===== src/rtl/axi_rd_arbiter_pkg.sv =====
// Shared types and constants for the AXI4 read-channel arbiter.
// The state encoding is one-hot; burst-type codes are shared with the masters.
package axi_rd_arbiter_pkg;

    typedef enum logic [2:0] {
        ST_IDLE    = 3'b001,
        ST_AR_FWD  = 3'b010,
        ST_R_BURST = 3'b100
    } state_e;

    localparam logic [1:0] BURST_FIXED = 2'b00;
    localparam logic [1:0] BURST_INCR  = 2'b01;
    localparam logic [1:0] BURST_WRAP  = 2'b10;

    // Upper bound on NUM_M; one-hot grants are widened to this before encoding.
    localparam int MAX_M = 8;

    function automatic logic [2:0] oh_to_idx(input logic [MAX_M-1:0] oh);
        logic [2:0] idx;
        idx = '0;
        for (int k = 0; k < MAX_M; k++) begin
            if (oh[k]) begin
                idx = 3'(k);
            end
        end
        return idx;
    endfunction

endpackage


===== src/rtl/axi_rd_arbiter_if.sv =====
// AXI4 read address/data bundle for N lanes: AR fields and handshakes are per lane,
// R payload (rid/rdata/rlast) is shared, rvalid/rready are per lane.
interface axi_rd_arbiter_if #(
    parameter int N      = 1,
    parameter int ID_W   = 4,
    parameter int ADDR_W = 32,
    parameter int DATA_W = 32
);
    logic [N*ID_W-1:0]   arid;
    logic [N*ADDR_W-1:0] araddr;
    logic [N*8-1:0]      arlen;
    logic [N*3-1:0]      arsize;
    logic [N*2-1:0]      arburst;
    logic [N-1:0]        arvalid;
    logic [N-1:0]        arready;
    logic [ID_W-1:0]     rid;
    logic [DATA_W-1:0]   rdata;
    logic                rlast;
    logic [N-1:0]        rvalid;
    logic [N-1:0]        rready;

    modport master (
        output arid, araddr, arlen, arsize, arburst, arvalid, rready,
        input  arready, rid, rdata, rlast, rvalid
    );

    modport slave (
        input  arid, araddr, arlen, arsize, arburst, arvalid, rready,
        output arready, rid, rdata, rlast, rvalid
    );

endinterface


===== src/rtl/axi_rd_arbiter_rr_pick.sv =====
// Combinational round-robin picker: first asserted request at or above rr_ptr_i,
// wrapping around; returns a one-hot grant and an any-request flag.
module axi_rd_arbiter_rr_pick #(
    parameter int NUM_M = 4,
    parameter int PTR_W = 2
) (
    input  logic [NUM_M-1:0] req_i,
    input  logic [PTR_W-1:0] rr_ptr_i,
    output logic [NUM_M-1:0] gnt_o,
    output logic             any_o
);

    logic             found;
    logic [PTR_W-1:0] idx;

    always_comb begin
        gnt_o = '0;
        found = 1'b0;
        idx   = '0;
        for (int k = 0; k < NUM_M; k++) begin
            idx = PTR_W'((int'(rr_ptr_i) + k) % NUM_M);
            if (!found && req_i[idx]) begin
                gnt_o[idx] = 1'b1;
                found      = 1'b1;
            end
        end
    end

    assign any_o = |req_i;

endmodule


===== src/rtl/axi_rd_arbiter.sv =====
// Shares one AXI4 read slave among NUM_M masters, one burst at a time, with
// round-robin selection and beat-count checking against the latched ARLEN.
module axi_rd_arbiter
    import axi_rd_arbiter_pkg::*;
#(
    parameter int NUM_M  = 4,
    parameter int ID_W   = 4,
    parameter int ADDR_W = 32,
    parameter int DATA_W = 32
) (
    input  logic               clk,
    input  logic               reset,
    axi_rd_arbiter_if.slave    m,
    axi_rd_arbiter_if.master   s,
    output logic [NUM_M-1:0]   grant,
    output logic               busy,
    output logic               len_err,
    output logic               stray_r
);

    localparam int PTR_W = (NUM_M > 1) ? $clog2(NUM_M) : 1;

    state_e             state_q, state_d;
    logic [NUM_M-1:0]   grant_q, grant_d;
    logic [PTR_W-1:0]   gidx_q, gidx_d;
    logic [PTR_W-1:0]   rr_ptr_q, rr_ptr_d;
    logic [7:0]         beat_cnt_q, beat_cnt_d;
    logic [7:0]         exp_len_q, exp_len_d;
    logic               err_seen_q, err_seen_d;
    logic               len_err_q, len_err_d;
    logic               stray_q, stray_d;

    logic [NUM_M-1:0]   pick_gnt;
    logic               pick_any;
    logic               in_ar;
    logic               in_r;
    logic               beat;
    logic               len_mismatch;
    logic [7:0]         sel_arlen;

    axi_rd_arbiter_rr_pick #(
        .NUM_M (NUM_M),
        .PTR_W (PTR_W)
    ) u_rr_pick (
        .req_i    (m.arvalid),
        .rr_ptr_i (rr_ptr_q),
        .gnt_o    (pick_gnt),
        .any_o    (pick_any)
    );

    // Handshake routing is forced off while reset is held so a mid-burst reset
    // never leaks a valid/ready through the reset cycle itself.
    assign in_ar = !reset && (state_q == ST_AR_FWD);
    assign in_r  = !reset && (state_q == ST_R_BURST);

    assign sel_arlen  = m.arlen[int'(gidx_q)*8 +: 8];
    assign s.arid     = m.arid[int'(gidx_q)*ID_W +: ID_W];
    assign s.araddr   = m.araddr[int'(gidx_q)*ADDR_W +: ADDR_W];
    assign s.arlen    = sel_arlen;
    assign s.arsize   = m.arsize[int'(gidx_q)*3 +: 3];
    assign s.arburst  = m.arburst[int'(gidx_q)*2 +: 2];
    assign s.arvalid[0] = in_ar && m.arvalid[gidx_q];
    assign s.rready[0]  = in_r && m.rready[gidx_q];

    assign m.rid   = s.rid;
    assign m.rdata = s.rdata;
    assign m.rlast = s.rlast;

    generate
        for (genvar gi = 0; gi < NUM_M; gi++) begin : g_lane
            assign m.arready[gi] = in_ar && grant_q[gi] && s.arready[0];
            assign m.rvalid[gi]  = in_r && grant_q[gi] && s.rvalid[0];
        end
    endgenerate

    assign beat = s.rvalid[0] && s.rready[0];

    // Early rlast, or the expected final beat arriving without rlast.
    assign len_mismatch = s.rlast ? (beat_cnt_q != exp_len_q)
                                  : (beat_cnt_q == exp_len_q);

    always_comb begin
        state_d    = state_q;
        grant_d    = grant_q;
        gidx_d     = gidx_q;
        rr_ptr_d   = rr_ptr_q;
        beat_cnt_d = beat_cnt_q;
        exp_len_d  = exp_len_q;
        err_seen_d = err_seen_q;
        len_err_d  = 1'b0;
        stray_d    = 1'b0;

        case (state_q)
            ST_IDLE: begin
                stray_d = s.rvalid[0];
                if (pick_any) begin
                    grant_d = pick_gnt;
                    gidx_d  = PTR_W'(oh_to_idx(MAX_M'(pick_gnt)));
                    state_d = ST_AR_FWD;
                end
            end
            ST_AR_FWD: begin
                stray_d = s.rvalid[0];
                if (s.arvalid[0] && s.arready[0]) begin
                    exp_len_d  = sel_arlen;
                    beat_cnt_d = '0;
                    err_seen_d = 1'b0;
                    state_d    = ST_R_BURST;
                end
            end
            ST_R_BURST: begin
                if (beat) begin
                    if (beat_cnt_q != 8'hFF) begin
                        beat_cnt_d = beat_cnt_q + 8'd1;
                    end
                    if (len_mismatch && !err_seen_q) begin
                        len_err_d  = 1'b1;
                        err_seen_d = 1'b1;
                    end
                    if (s.rlast) begin
                        state_d  = ST_IDLE;
                        grant_d  = '0;
                        rr_ptr_d = (gidx_q == PTR_W'(NUM_M - 1)) ? '0 : gidx_q + 1'b1;
                    end
                end
            end
            default: begin
                state_d = ST_IDLE;
                grant_d = '0;
            end
        endcase
    end

    always_ff @(posedge clk) begin
        if (reset) begin
            state_q    <= ST_IDLE;
            grant_q    <= '0;
            gidx_q     <= '0;
            rr_ptr_q   <= '0;
            beat_cnt_q <= '0;
            exp_len_q  <= '0;
            err_seen_q <= 1'b0;
            len_err_q  <= 1'b0;
            stray_q    <= 1'b0;
        end else begin
            state_q    <= state_d;
            grant_q    <= grant_d;
            gidx_q     <= gidx_d;
            rr_ptr_q   <= rr_ptr_d;
            beat_cnt_q <= beat_cnt_d;
            exp_len_q  <= exp_len_d;
            err_seen_q <= err_seen_d;
            len_err_q  <= len_err_d;
            stray_q    <= stray_d;
        end
    end

    assign grant   = grant_q;
    assign busy    = (state_q != ST_IDLE);
    assign len_err = len_err_q;
    assign stray_r = stray_q;

endmodule


===== src/flat_wrapper.sv =====
// flat-port wrapper written by rule: the top's interface ports become plain ports
module axi_rd_arbiter_flat import axi_rd_arbiter_pkg::*;
#(
    parameter int NUM_M  = 4,
    parameter int ID_W   = 4,
    parameter int ADDR_W = 32,
    parameter int DATA_W = 32
)
  (clk, reset, grant, busy, len_err, stray_r, m_arid, m_araddr, m_arlen, m_arsize, m_arburst, m_arvalid, m_rready, m_arready, m_rid, m_rdata, m_rlast, m_rvalid, s_arid, s_araddr, s_arlen, s_arsize, s_arburst, s_arvalid, s_rready, s_arready, s_rid, s_rdata, s_rlast, s_rvalid);
  axi_rd_arbiter_if #(.N(NUM_M), .ID_W(ID_W), .ADDR_W(ADDR_W), .DATA_W(DATA_W)) m_i ();
  axi_rd_arbiter_if #(.N(1), .ID_W(ID_W), .ADDR_W(ADDR_W), .DATA_W(DATA_W)) s_i ();
  input  logic clk;
  input  logic reset;
  output logic [NUM_M-1:0] grant;
  output logic busy;
  output logic len_err;
  output logic stray_r;
  input wire logic [$bits(m_i.arid)-1:0] m_arid;
  input wire logic [$bits(m_i.araddr)-1:0] m_araddr;
  input wire logic [$bits(m_i.arlen)-1:0] m_arlen;
  input wire logic [$bits(m_i.arsize)-1:0] m_arsize;
  input wire logic [$bits(m_i.arburst)-1:0] m_arburst;
  input wire logic [$bits(m_i.arvalid)-1:0] m_arvalid;
  input wire logic [$bits(m_i.rready)-1:0] m_rready;
  output wire logic [$bits(m_i.arready)-1:0] m_arready;
  output wire logic [$bits(m_i.rid)-1:0] m_rid;
  output wire logic [$bits(m_i.rdata)-1:0] m_rdata;
  output wire logic [$bits(m_i.rlast)-1:0] m_rlast;
  output wire logic [$bits(m_i.rvalid)-1:0] m_rvalid;
  output wire logic [$bits(s_i.arid)-1:0] s_arid;
  output wire logic [$bits(s_i.araddr)-1:0] s_araddr;
  output wire logic [$bits(s_i.arlen)-1:0] s_arlen;
  output wire logic [$bits(s_i.arsize)-1:0] s_arsize;
  output wire logic [$bits(s_i.arburst)-1:0] s_arburst;
  output wire logic [$bits(s_i.arvalid)-1:0] s_arvalid;
  output wire logic [$bits(s_i.rready)-1:0] s_rready;
  input wire logic [$bits(s_i.arready)-1:0] s_arready;
  input wire logic [$bits(s_i.rid)-1:0] s_rid;
  input wire logic [$bits(s_i.rdata)-1:0] s_rdata;
  input wire logic [$bits(s_i.rlast)-1:0] s_rlast;
  input wire logic [$bits(s_i.rvalid)-1:0] s_rvalid;
  assign m_i.arid = m_arid;
  assign m_i.araddr = m_araddr;
  assign m_i.arlen = m_arlen;
  assign m_i.arsize = m_arsize;
  assign m_i.arburst = m_arburst;
  assign m_i.arvalid = m_arvalid;
  assign m_i.rready = m_rready;
  assign m_arready = m_i.arready;
  assign m_rid = m_i.rid;
  assign m_rdata = m_i.rdata;
  assign m_rlast = m_i.rlast;
  assign m_rvalid = m_i.rvalid;
  assign s_arid = s_i.arid;
  assign s_araddr = s_i.araddr;
  assign s_arlen = s_i.arlen;
  assign s_arsize = s_i.arsize;
  assign s_arburst = s_i.arburst;
  assign s_arvalid = s_i.arvalid;
  assign s_rready = s_i.rready;
  assign s_i.arready = s_arready;
  assign s_i.rid = s_rid;
  assign s_i.rdata = s_rdata;
  assign s_i.rlast = s_rlast;
  assign s_i.rvalid = s_rvalid;
  axi_rd_arbiter #(.NUM_M(NUM_M), .ID_W(ID_W), .ADDR_W(ADDR_W), .DATA_W(DATA_W)) u_core (.clk(clk), .reset(reset), .m(m_i), .s(s_i), .grant(grant), .busy(busy), .len_err(len_err), .stray_r(stray_r));
endmodule

===== config.mk =====
export PLATFORM = sky130hd
export DESIGN_NAME = axi_rd_arbiter_flat
export DESIGN_NICKNAME = d
export VERILOG_FILES = /design/src/rtl/axi_rd_arbiter_pkg.sv /design/src/rtl/axi_rd_arbiter_if.sv /design/src/rtl/axi_rd_arbiter_rr_pick.sv /design/src/rtl/axi_rd_arbiter.sv /design/src/flat_wrapper.sv
export SDC_FILE = /design/constraint.sdc
export NUM_CORES = 1
export LEC_CHECK = 0
export CAP_MARGIN = 40
export CORE_AREA = 5 5 130 132
export CTS_BUF_LIST = sky130_fd_sc_hd__clkbuf_4
export DETAILED_ROUTE_END_ITERATION = 10
export DIE_AREA = 0 0 135 137
export DONT_BUFFER_PORTS = 1
export PLACE_DENSITY_LB_ADDON = 0.15
export SETUP_SLACK_MARGIN = 0.4
export SYNTH_ARGS = -nofsm -noshare
export SYNTH_HDL_FRONTEND = slang
export SYNTH_SLANG_ARGS = --single-unit

===== constraint.sdc =====
create_clock -name clk -period 2.7 [get_ports clk]
set_clock_uncertainty 0.2 [all_clocks]
set_input_delay 0.54 -clock clk [delete_from_list [all_inputs] [get_ports clk]]
set_output_delay 0.54 -clock clk [all_outputs]
set_load 0.02 [all_outputs]

* Word level (Yosys, flattened, before mapping) *
Cells that the tools add are included.

word-level totals
  register bits after elaboration = 30
  bits in latches = 0
  memory bits (writable) = 0
  bits in read-only memories = 0
  output and inout port bits = 103
  memories kept = 0

cells by class
  $add $sub $neg = 5
  $mul = 1
  div/mod/pow operators = 0
  $lt $le $gt $ge = 9
  equal/unequal tests = 14
  shift-type cells = 5
  muxes and demuxes = 50
  bitwise gates (word level) = 7
  reduce and logical (&&, ||, !) cells = 47

operator list
  operator             number
  $shiftx 128x8->32    1
  $shiftx 12x32->3     1
  $shiftx 32x6->8      1
  $logic_and 1x1->1    30
  $mux 4               7
  $mux 8               3
  $mux 1               19
  $pmux 8 s2           1
  $reduce_and 4->1     4
  $shiftx 16x5->4      1
  $lt 2x3->1 const B   5
  $bmux 1 s2           6
  $mux 3               4
  $or 4x4->4           3
  $pmux 4 s3           1
  $pmux 3 s3           1
  $add 8x1->8 const B  1
  $demux 1 s2          4
  $eq 8x8->1           1
  $ge 2x1->1 const B   4
  $ne 2x2->1 const B   4
  $ne 8x8->1           1
  $ne 8x8->1 const B   1
  $shiftx 8x4->2       1
  other kinds (19)     33

* Logic depth before layout (Yosys ltp) *
Gate-level depths: netlist of the first run.

  word-level depth = 15
  gate-level depth with buffers = 9

* Hierarchy *
Synthesis of the first run repeated with hierarchy kept, for this count alone.

unflattened totals
  cells, all modules = 320
  area total of the unflattened synthesis = 3,394.5 um2

modules (own cells, without submodules)
  module                  instances  cells an instance  area an instance (um2)  seq. area each (um2)
  axi_rd_arbiter          1          283                3,049.2                 600.6
  axi_rd_arbiter_rr_pick  1          37                 345.3                   0.0

* Worst setup path before layout of the first run *
OpenSTA, ideal clock, no wires.

  kind = flip-flop to flip-flop
  start = register u_core.rr_ptr_q[0]
  end = register u_core.gidx_q[0]
  arrival time = 2.452 ns
  data required time = 2.412 ns
  slack = -0.040 ns
  cell stages (with the launch flop) = 10
  buffers on the path = 1
  clock period less this slack = 2.740 ns
  cells stage by stage = dfxtp_1 buf_2 inv_1 ha_1 mux4_2 nor2b_4 a22o_1 a211o_1 nand2b_4 a311oi_2

between the ends
  longest elaborated chain between the ends = 15
  elaborated cells between the ends (all ways) = 50

ends and longest elaborated chain
  what                                                 line                          source
  start, declared                                      axi_rd_arbiter.sv:26          logic [PTR_W-1:0] rr_ptr_q, rr_ptr_d;
  start signal, assigned                               axi_rd_arbiter.sv:149         rr_ptr_q <= rr_ptr_d;
  branches (longest 11 deep; another with $lt 2x3->1)  --
  $mux 4 *                                             axi_rd_arbiter_rr_pick.sv:22  if (!found && req_i[idx]) begin
  $mux 1                                               axi_rd_arbiter_pkg.sv:22      if (oh[k]) begin
  $mux 2                                               axi_rd_arbiter_pkg.sv:22
  $mux 2 *                                             axi_rd_arbiter_pkg.sv:22
  end signal, assigned                                 axi_rd_arbiter.sv:148         gidx_q <= gidx_d;
  end, declared                                        axi_rd_arbiter.sv:25          logic [PTR_W-1:0] gidx_q, gidx_d;

Mark *: on every way between the ends. The select of a mux whose other input is x is not followed.
A chain may end at the register's enable or synchronous reset.

* Worst setup path in the final report of the first run *
  start = register u_core.gidx_q[0]
  end = output s_araddr[25]

between the ends
  longest elaborated chain between the ends = 1

ends and longest elaborated chain
  what               line                  source
  $shiftx 128x8->32  axi_rd_arbiter.sv:58  assign s.araddr = m.araddr[int'(gidx_q)*ADDR_W +: ADDR_W];
  end, declared      flat_wrapper.sv:31    output wire logic [$bits(s_i.araddr)-1:0] s_araddr;

Every way passes these cells.

==> results of run 1 <==
-- cell usage after synthesis (all sizes together), types with 2 or more instances --
| library cell | number | area share [%] |
|---|---|---|
| nor2 | 23 | 2.6 |
| and2 | 6 | 1.1 |
| inv | 6 | 0.67 |
| ha | 8 | 3.0 |
| nor3 | 5 | 0.75 |
| o21ai | 3 | 0.45 |
| xor2 | 8 | 2.1 |
| a211o | 4 | 1.0 |
| nand3b | 2 | 0.45 |
| nand2 | 11 | 1.2 |
| xnor2 | 7 | 1.8 |
| a22o | 6 | 1.6 |
| mux2i | 9 | 2.7 |
| or3 | 4 | 0.75 |
| mux4 | 56 | 38 |
| a21oi | 8 | 1.2 |
| and3 | 5 | 0.93 |
| nor4b | 4 | 1.9 |
| clkbuf | 8 | 0.90 |
| nand2b | 6 | 1.3 |
| a21boi | 3 | 0.67 |
| nor3b | 8 | 1.8 |
| nor2b | 2 | 0.60 |
| nor4 | 3 | 0.56 |
| dfxtp | 30 | 18 |
| nand3 | 3 | 0.45 |
| buf | 51 | 11 |
-- worst paths after layout --
check / cells past startpoint / slack (ns) / startpoint / end
max: 3 / 0.25 / u_core.gidx_q[0] / s_araddr[25]
min: 1 / 0.06 / reset / u_core.gidx_q[0]
max reg2reg: 8 / 0.30 / u_core.rr_ptr_q[0] / u_core.gidx_q[0]
min reg2reg: 1 / 0.22 / u_core.err_seen_q / u_core.len_err
-- power by group through the flow --
stage,combinational [uW],sequential (uW),clock (uW)
after floorplan,785,484,0
after global placement,833,503,0
after detailed placement,834,502,0
after CTS,894,490,289
after global routing,992,487,307
final,943,484,272
-- cells in the final DEF (no fill, tap or decap), types with 2 or more instances in the layout --
cell / count
dfxtp_4: 5
nand2b_1: 5
xnor2_1: 7
buf_12: 3
nand3b_1: 2
dfxtp_2: 2
nand3_1: 3
mux4_2: 54
buf_6: 2
mux4_1: 2
inv_1: 3
nand2_2: 2
clkbuf_4: 5
clkbuf_16: 2
nand2_1: 9
nor4b_4: 2
buf_16: 2
a211o_1: 3
dfxtp_1: 23
or3_1: 3
and3_4: 5
nor3b_1: 7
a21oi_1: 8
nor3_1: 5
buf_4: 23
a21boi_0: 2
o21ai_0: 3
nor4_1: 3
mux2i_1: 9
and2_4: 6
xor2_1: 8
ha_1: 7
nor2_1: 23
a22o_1: 5
-- layout make-up --
class	count	area, um^2
fillers	1665	11800
multi-input cells	203	2410
flip-flops and latches	30	622
repair buffers	33	375
well taps	216	270
clock buffers	5	37.5
inverters	6	30.0
clock inverters	3	16.3
diodes	1	2.50
-- what timing repair did --
item,in CTS,in global routing
buffers inserted,11,7
setup endpoints to repair,64,75
gates resized for setup,36,11
pin swaps,4,4
cloned,1,3
-- logic make-up (layout without fill, tap and decap cells) --
family | Yosys count | in the layout | share of synthesized area (%)
xor+xnor | 15 | 15 | 3.92
flops | 30 | 30 | 17.9
fa+ha+maj | 8 | 8 | 2.99
buf+inv | 65 | 47 | 12.6
simple gates | 85 | 85 | 15.1
compound gates | 30 | 30 | 6.69
other cells | 0 | 1 | 0
mux | 65 | 65 | 40.7
-- flip-flops by register name, indices dropped and copies added, names as in the netlist, 2 cells and up --
name and cells:
u_core.gidx_q 2, u_core.beat_cnt_q 8, u_core.grant 4, u_core.rr_ptr_q 2, u_core.state_q 3, u_core.exp_len_q 8
-- worst max-delay path, cell delays in order, from the launching register on --
cell	delay (ns)
dfxtp_4	0.43
buf_12	0.14
buf_16	0.14
mux4_2	0.65
-- routing by layer --
metal	GRT usage [%]	share of wire, %
met1	18.5	41
met2	22.0	50
met5	0	0.14
met4	2.80	0.74
met3	5.26	7.9
-- through the flow --
step	setup WS (ns)	power, uW	std cells	util (%)	cell area [um^2]
finish	0.255	1700	497	24.1	3770
CTS	0.236	1670	486	23.0	3580
floorplan	0.199	1270	298	-	3390
detailed placement	0.247	1340	466	21.4	3340
global route	0.195	1790	497	24.1	3770
global placement	0.276	1340	466	21.4	3340
==> summary.md, run 1 <==
| Metric | Value |
|---|---|
| RD Place Congestion | `0.813` |
| Via count | `2521` |
| Library cells used by synthesis | `46` |
| Clk buf depth | `2` |
| RSZ-0062 raised after global routing | `true` |
| Vias in the first global route | `2597` |
| Num CTS Buffers | `5` |
| Period utilization | `90.6%` |
| Fin crit period | `2.45 ns` |
| FP Rows | `46` |
| Clock sinks | `30` |
| Largest net degree at the start of global routing | `34` |
| Nets@finish | `532` |
| Combinational share of power | `55.5%` |
| Max Cap Viol | `0` |
| Internal | `966 uW` |
| CP Capture Type | `output port` |
| IO Port Bufs | `0` |
| Die width | `135 um` |
| Routed WL | `14500 um` |
| I/O pin total | `348` |
| Setup violations, final | `0` |
| Outcome | `complete, no violations` |
| Wire length per cell | `29.2 um` |
| Ys Warns | `0` |
| Startpoint Class | `register` |
| Most used DFF post-synth | `dfxtp_1` |
| Hold_buf cts | `0` |
| Post-synthesis net count | `551` |
| Setup_tns | `0 ns` |
| First-iteration detailed-routing DRC count | `145` |
| Layout cells sized above 1 | `46.1%` |
| Peak supply drop | `148 uV` |
| First-pass GRT wire length | `18800 um` |
| Switching Fraction | `43.2%` |
| Tightest Hold Check Type | `input pin to register` |
| Least-Margin Pin Slew | `0.599 ns` |
| DRC Markers | `0` |
| Slew HR | `59.8%` |
| Crit path arrival time | `1.71 ns` |
| Initial Utilization | `21.5%` |
| Initial antenna violation count | `3` |
| Async set or reset register ratio after synthesis | `0%` |
| Post-synthesis sequential area ratio | `17.9%` |
| Seq pwr share | `28.5%` |
| Clock root buffer | `clkbuf_4` |
| TritonCTS clock tree | `built` |
| Gr usage total | `14.0%` |
| Synth-to-Final Area Change | `12.5%` |
| Clock Latency Late Sink | `0.33 ns` |
| Leak | `0.00133 uW` |
| Reg clk slew, reported paths | `0.12 ns` |
| Die Area | `0.0185 mm^2` |
| Avg Vias per Cell | `5.07` |
| Final ANT Viol Nets | `0` |
| Synthesized area | `0.00335 mm^2` |
| DIE HEIGHT | `137 um` |
| FF+latch count, synth | `30` |
| Worst Path Class, Setup | `register to output port` |
| Switching Power | `734 uW` |
| Core ar. | `0.0156 mm^2` |
| Clock share of power | `16.0%` |
| Post-Syn Instances | `298` |
| Syn Area/Cell | `11.2 um^2` |
| Drt pass-1 iters | `4` |
| GRT Residual Overflow | `0` |
| Number of synthesized flops with an enable pin | `0` |
| WP data required | `1.96 ns` |
| Critical Path Fanout Max | `8` |
| Final hold violation count | `0` |
| Final hold slack | `0.0566 ns` |
| Power Density | `451 mW/mm^2` |
| F_max | `409 MHz` |
| Dpl hpwl | `12000 um` |
| Final Max Slew Viols | `0` |
| H-tree depth | `2` |
(Power assumes the default switching activity.)
==> run 2, diff against run 1 <==
--- a/config.mk
+++ b/config.mk
@@ -5,7 +5,6 @@
 export SDC_FILE = /design/constraint.sdc
 export NUM_CORES = 1
 export LEC_CHECK = 0
-export CAP_MARGIN = 40
 export CORE_AREA = 5 5 130 132
 export CTS_BUF_LIST = sky130_fd_sc_hd__clkbuf_4
 export DETAILED_ROUTE_END_ITERATION = 10
==> constraint.sdc (replaced) <==
create_clock -name clk -period 2 [get_ports clk]
set_clock_uncertainty 0.2 [all_clocks]
set_input_delay 0.4 -clock clk [delete_from_list [all_inputs] [get_ports clk]]
set_output_delay 0.4 -clock clk [all_outputs]
set_load 0.02 [all_outputs]
==> run 2 against run 1 <==
Effect of this change:
- first-iteration DRC count fell by 28%
- register-to-register slack got worse by 0.70 ns
- global-route usage up 1.8 points
- setup slack worse by 0.65 ns
- worst hold slack got worse by 0.16 ns
- die area is the same
- the flow now finishes with violations (negative hold slack, negative setup slack)
- final cell count up 5.4%
- critical path depth increased by 5
==> summary.md, run 2 (same netlist as run 1, synthesis figures left out) <==
| Metric | Value |
|---|---|
| Outcome | `finished with violations` |
| Failing checks | `negative hold slack, negative setup slack` |
| Crit path arrival time | `2.45 ns` |
| Synth-to-Final Area Change | `26.1%` |
| Tightest Hold Check Type | `input pin to register` |
| Clock sinks | `30` |
| Clk buf depth | `2` |
| DIE HEIGHT | `137 um` |
| CP top delay family | `compound AO/OA/AOI/OAI gates` |
| Startpoint Class | `register` |
| Most common cell after layout, fill and taps aside | `mux4_2` |
| I/O pin total | `348` |
| H-tree depth | `2` |
| Reg clk slew, reported paths | `0.11 ns` |
| Least-Margin Pin Slew | `0.692 ns` |
| Crit-path max cell delay | `0.50 ns` |
| Worst path depth | `8` |
| Clock root buffer | `clkbuf_4` |
| First-iteration detailed-routing DRC count | `104` |
| R2R cell count | `8` |
| Final setup margin | `-0.398 ns` |
| CP Capture Type | `register` |
| TritonCTS clock tree | `built` |
| Largest net degree at the start of global routing | `32` |
| Placement Cell Area | `0.00355 mm^2` |
| Final Max Slew Viols | `0` |
| Core ar. | `0.0156 mm^2` |
| Routed WL | `15800 um` |
| Setup violations, final | `79` |
| Via count | `2664` |
| Final ANT Viol Nets | `0` |
| Crit path max-delay cell type | `mux4_2` |
| IO Port Bufs | `0` |
| Layout cells sized above 1 | `54.4%` |
| GRT Residual Overflow | `0` |
| Most frequent cells in the layout | `mux4_2, buf_4, nor2_1, dfxtp_1, buf_6` |
| CP cell instances | `inv_6 > ha_4 > mux4_2 > nor2b_4 > a22o_1 > a211o_1 > nand2b_4 > a311oi_2` |
| Vias in the first global route | `2886` |
| WP data required | `2.05 ns` |
| RD Place Congestion | `0.857` |
| Power Density | `599 mW/mm^2` |
| Nets@finish | `557` |
| Num CTS Buffers | `5` |
| Setup_tns | `-20.17 ns` |
| Initial antenna violation count | `10` |
| Die Area | `0.0185 mm^2` |
| F_max | `417 MHz` |
| Worst hold stages | `1` |
| Slew HR | `53.5%` |
| Period utilization | `120%` |
| Avg Vias per Cell | `5.08` |
| Drt pass-1 iters | `4` |
| Fill cells | `1629` |
| Peak supply drop | `185 uV` |
| Clock Latency Late Sink | `0.35 ns` |
| CP bufs+invs | `1` |
| Gr usage total | `15.7%` |
| Critical Path Fanout Max | `3` |
| Die width | `135 um` |
| Fin crit period | `2.40 ns` |
| First-pass GRT wire length | `20900 um` |
| Final hold slack | `-0.0992 ns` |
| Final hold violation count | `16` |
| Hold_buf cts | `1` |
| Leak | `0.00156 uW` |
| Fin area | `0.00422 mm^2` |
| Worst Path Class, Setup | `register to register` |
| Wire length per cell | `30.2 um` |
| Max Cap Viol | `0` |
| RSZ-0062 raised after global routing | `true` |
| DRC Markers | `0` |
| Dpl hpwl | `12600 um` |
| Initial Utilization | `21.5%` |
| FP Rows | `46` |
run 2: cell types whose count changed in the layout (fill, tap and decap cells not counted), moves of 2 or more:
cell / before / now
o21ai_0: 3 / 1
buf_4: 23 / 26
a21oi_1: 8 / 4
o21ai_1: 0 / 2
nand3_1: 3 / 1
buf_6: 2 / 16
a21oi_2: 0 / 4
a21boi_0: 2 / 0
diode_2: 1 / 3
buf_16: 2 / 6
buf_12: 3 / 8
run 2: metrics by stage:
stage | setup WS (ns) | power (uW) | utilization (%) | cells
floorplan | -0.501 | 1790 | - | 298
global placement | -0.354 | 1850 | 22.8 | 482
detailed placement | -0.374 | 1850 | 22.8 | 482
CTS | -0.403 | 2530 | 26.2 | 515
global route | -0.473 | 2650 | 27.0 | 522
finish | -0.398 | 2530 | 27.1 | 524
run 2: area by class of cell:
| type | instances | area (um^2) | area share [%] |
|---|---|---|---|
| antenna | 3 | 7.51 | 0.178 |
| tap | 216 | 270 | 6.40 |
| timing repair buffer | 58 | 736 | 17.4 |
| clock inverter | 2 | 8.76 | 0.207 |
| sequential | 30 | 623 | 14.8 |
| multi-input combinational | 203 | 2500 | 59.3 |
| clock buffer | 6 | 45.0 | 1.07 |
| inverter | 6 | 27.5 | 0.652 |
run 2: metal layers:
| metal | up-vias | global-route usage, % | routed length [um] |
|---|---|---|---|
| li1 | 1129 | - | - |
| met1 | 1308 | 18.3 | 5920 |
| met2 | 181 | 26.1 | 7930 |
| met3 | 30 | 8.31 | 1740 |
| met4 | 16 | 3.02 | 140 |
| met5 | - | 0 | 99 |
run 2: path summary, 6_finish.rpt:
kind                                          from                  to  slack, ns
worst min-delay path                         reset  u_core.rr_ptr_q[1]       -0.1
worst max register to register  u_core.rr_ptr_q[0]    u_core.gidx_q[0]      -0.40
worst max-delay path            u_core.rr_ptr_q[0]    u_core.gidx_q[0]      -0.40
worst min register to register   u_core.err_seen_q      u_core.len_err       0.25
run 2: where the power goes:
group | internal (uW) | total (uW) | leakage (uW) | switching [uW]
clock network | 146 | 384 | 0.0000331 | 238
registers | 619 | 656 | 0.000247 | 36.9
logic | 694 | 1490 | 0.00128 | 797
total | 1460 | 2530 | 0.00156 | 1070
run 2: repair_timing:
item	in CTS	in global routing
endpoints found under the hold margin	17	16
setup buffers	19	4
setup endpoints to repair	89	89
cloned	5	2
gates resized for setup	33	16
pin swaps	17	28
run 2: worst reg2reg max path: stages (launching register included):
cell	delay, ns
dfxtp_4	0.38
inv_6	0.03
ha_4	0.26
mux4_2	0.50
nor2b_4	0.15
a22o_1	0.17
a211o_1	0.27
nand2b_4	0.15
a311oi_2	0.17
==> run 3, diff against run 2 <==
--- a/config.mk
+++ b/config.mk
@@ -5,10 +5,12 @@
 export SDC_FILE = /design/constraint.sdc
 export NUM_CORES = 1
 export LEC_CHECK = 0
-export CORE_AREA = 5 5 130 132
+export CELL_PAD_IN_SITES_DETAIL_PLACEMENT = 1
+export CELL_PAD_IN_SITES_GLOBAL_PLACEMENT = 2
+export CORE_AREA = 5 5 131 133
 export CTS_BUF_LIST = sky130_fd_sc_hd__clkbuf_4
 export DETAILED_ROUTE_END_ITERATION = 10
-export DIE_AREA = 0 0 135 137
+export DIE_AREA = 0 0 136 138
 export DONT_BUFFER_PORTS = 1
 export PLACE_DENSITY_LB_ADDON = 0.15
 export SETUP_SLACK_MARGIN = 0.4
==> run 3 against run 2 <==
Effect of this change:
- the run still ends with negative hold slack, negative setup slack left
- routed wire length grew 2.9%
- largest power group unchanged
- via count rose by 1.8%
- die area up 1.5%
- global-route usage is 0.49 points higher
- highest routed layer unchanged
- cell area grew 1.9%
- first-iteration DRC count up 15%
- clock-buffer cell count stayed put
- total power grew 1.4%
==> summary.md, run 3 (same netlist as run 1, synthesis figures left out) <==
| Metric | Value |
|---|---|
| Fin crit period | `2.37 ns` |
| Clock root buffer | `clkbuf_4` |
| Final hold violation count | `16` |
| RD Place Congestion | `0.945` |
| Crit path arrival time | `1.77 ns` |
| Drt pass-1 iters | `4` |
| Hold_buf cts | `1` |
| Nets@finish | `566` |
| Die Area | `0.0188 mm^2` |
| Worst Path Class, Setup | `register to output port` |
| Internal | `1490 uW` |
| Leak | `0.00163 uW` |
| Fill cells | `1715` |
| Clk buf depth | `2` |
| Final hold slack | `-0.0993 ns` |
| Initial Utilization | `21.3%` |
| RSZ-0062 raised after global routing | `true` |
| Most frequent cells in the layout | `mux4_2, buf_4, dfxtp_1, nor2_1, buf_6` |
| Setup_tns | `-20.74 ns` |
| Switching Power | `1070 uW` |
| Synth-to-Final Area Change | `28.5%` |
| Peak supply drop | `224 uV` |
| Outcome | `finished with violations` |
| Dpl ws | `-0.363 ns` |
| Initial antenna violation count | `5` |
| Failing checks | `negative hold slack, negative setup slack` |
| Slew HR | `56.7%` |
| Avg Vias per Cell | `5.10` |
| Combinational share of power | `59.3%` |
| Largest net degree at the start of global routing | `36` |
| Gr usage total | `16.2%` |
| DIE HEIGHT | `138 um` |
| GRT Residual Overflow | `0` |
| Sequential cell area | `624 um^2` |
| Dpl hpwl | `13200 um` |
| Wire length per cell | `30.6 um` |
| Routed WL | `16300 um` |
| CP Capture Type | `output port` |
| Period utilization | `119%` |
| Num CTS Buffers | `5` |
| Core ar. | `0.0157 mm^2` |
| First-iteration detailed-routing DRC count | `120` |
| Most common cell after layout, fill and taps aside | `mux4_2` |
| Reg clk slew, reported paths | `0.10 ns` |
| Vias in the first global route | `3083` |
| First-pass GRT wire length | `22600 um` |
| Max Cap Viol | `0` |
| Power Density | `597 mW/mm^2` |
| Critical Path Fanout Max | `5` |
| Clock sinks | `30` |
| Clock Latency Late Sink | `0.35 ns` |
| Area occupied by multi-input gates | `0.00251 mm^2` |
| H-tree depth | `2` |
| I/O pin total | `348` |
| TritonCTS clock tree | `built` |
| Layout cells sized above 1 | `55.7%` |
| Final Max Slew Viols | `0` |
| WP data required | `1.40 ns` |
| Tightest Hold Check Type | `input pin to register` |
| Crit path max-delay cell type | `mux4_2` |
| Setup violations, final | `86` |
| Crit-path max cell delay | `0.64 ns` |
| Final setup margin | `-0.375 ns` |
| F_max | `421 MHz` |
| Switching Fraction | `41.7%` |
| Least-Margin Pin Slew | `0.644 ns` |
| IO Port Bufs | `0` |
| Startpoint Class | `register` |
| Via count | `2711` |
| Clock share of power | `15.0%` |
| Die width | `136 um` |
| FP Rows | `46` |
| CP cell instances | `buf_12 > clkbuf_16 > mux4_2` |
| DRC Markers | `0` |
| Seq pwr share | `25.8%` |
| Final ANT Viol Nets | `0` |
run 3: cell types whose count changed in the layout (fill, tap and decap cells not counted), sizes merged:
cell    delta
buf        +6
diode      -1
clkbuf     +3
run 3: timing repair:
action                                  in CTS  in global routing
cloned                                       6                  4
pin swaps                                   17                 11
endpoints found under the hold margin       17                 16
endpoints found under the setup margin      89                 89
gates resized for setup                     33                 19
buffers inserted                            18                  5
run 3: cell type report:
class                           count  area share (%)
Antenna cell                        2           0.116
Inverter                            6           0.640
Clock buffer                        6            1.05
Clock inverter                      2           0.204
Timing Repair Buffer               67            18.8
Multi-Input combinational cell    203            58.4
Tap cell                          216            6.28
Sequential cell                    30            14.5
run 3: final timing paths:
path	end	slack, ns	startpoint	cells past startpoint
setup reg to reg	u_core.gidx_q[0]	-0.37	u_core.rr_ptr_q[0]	8
setup / recovery	s_arburst[0]	-0.37	u_core.gidx_q[0]	3
hold / removal	u_core.gidx_q[0]	-0.1	reset	1
hold reg to reg	u_core.len_err	0.23	u_core.err_seen_q	1
run 3: power groups by stage:
stage               Clock (uW)  Combinational [uW]  Sequential, uW
floorplan                    0                1140             656
global placement             0                1180             689
detailed placement           0                1190             689
CTS                        416                1460             658
global route               439                1600             666
finish                     384                1520             662
run 3: critical path: cells and delay by family, from the launching register on:
| family | cells | cell delay (ns) |
|---|---|---|
| flip-flops | 1 | 0.44 |
| buffers and inverters | 2 | 0.33 |
| multiplexers | 1 | 0.64 |
run 3: metal layers:
metal | track usage [%] | up-vias | part of all wire [%]
met1 | 22.0 | 1349 | 42
met2 | 25.1 | 189 | 47
met5 | 0 | - | 0.21
met3 | 5.44 | 18 | 8.9
met4 | 3.50 | 6 | 1.5
li1 | - | 1149 | -
run 3: metrics by stage:
step                      hold slack [ns]  instances  instance area [um^2]  utilization, %  total power [uW]
after detailed placement            0.210        488                  3610            23.0              1870
final                             -0.0993        532                  4300            27.4              2570
after global routing               -0.132        530                  4300            27.3              2700
after CTS                          -0.122        521                  4090            26.0              2530
after global placement              0.215        488                  3610            23.0              1870
after floorplan                     0.191        298                  3580               -              1790
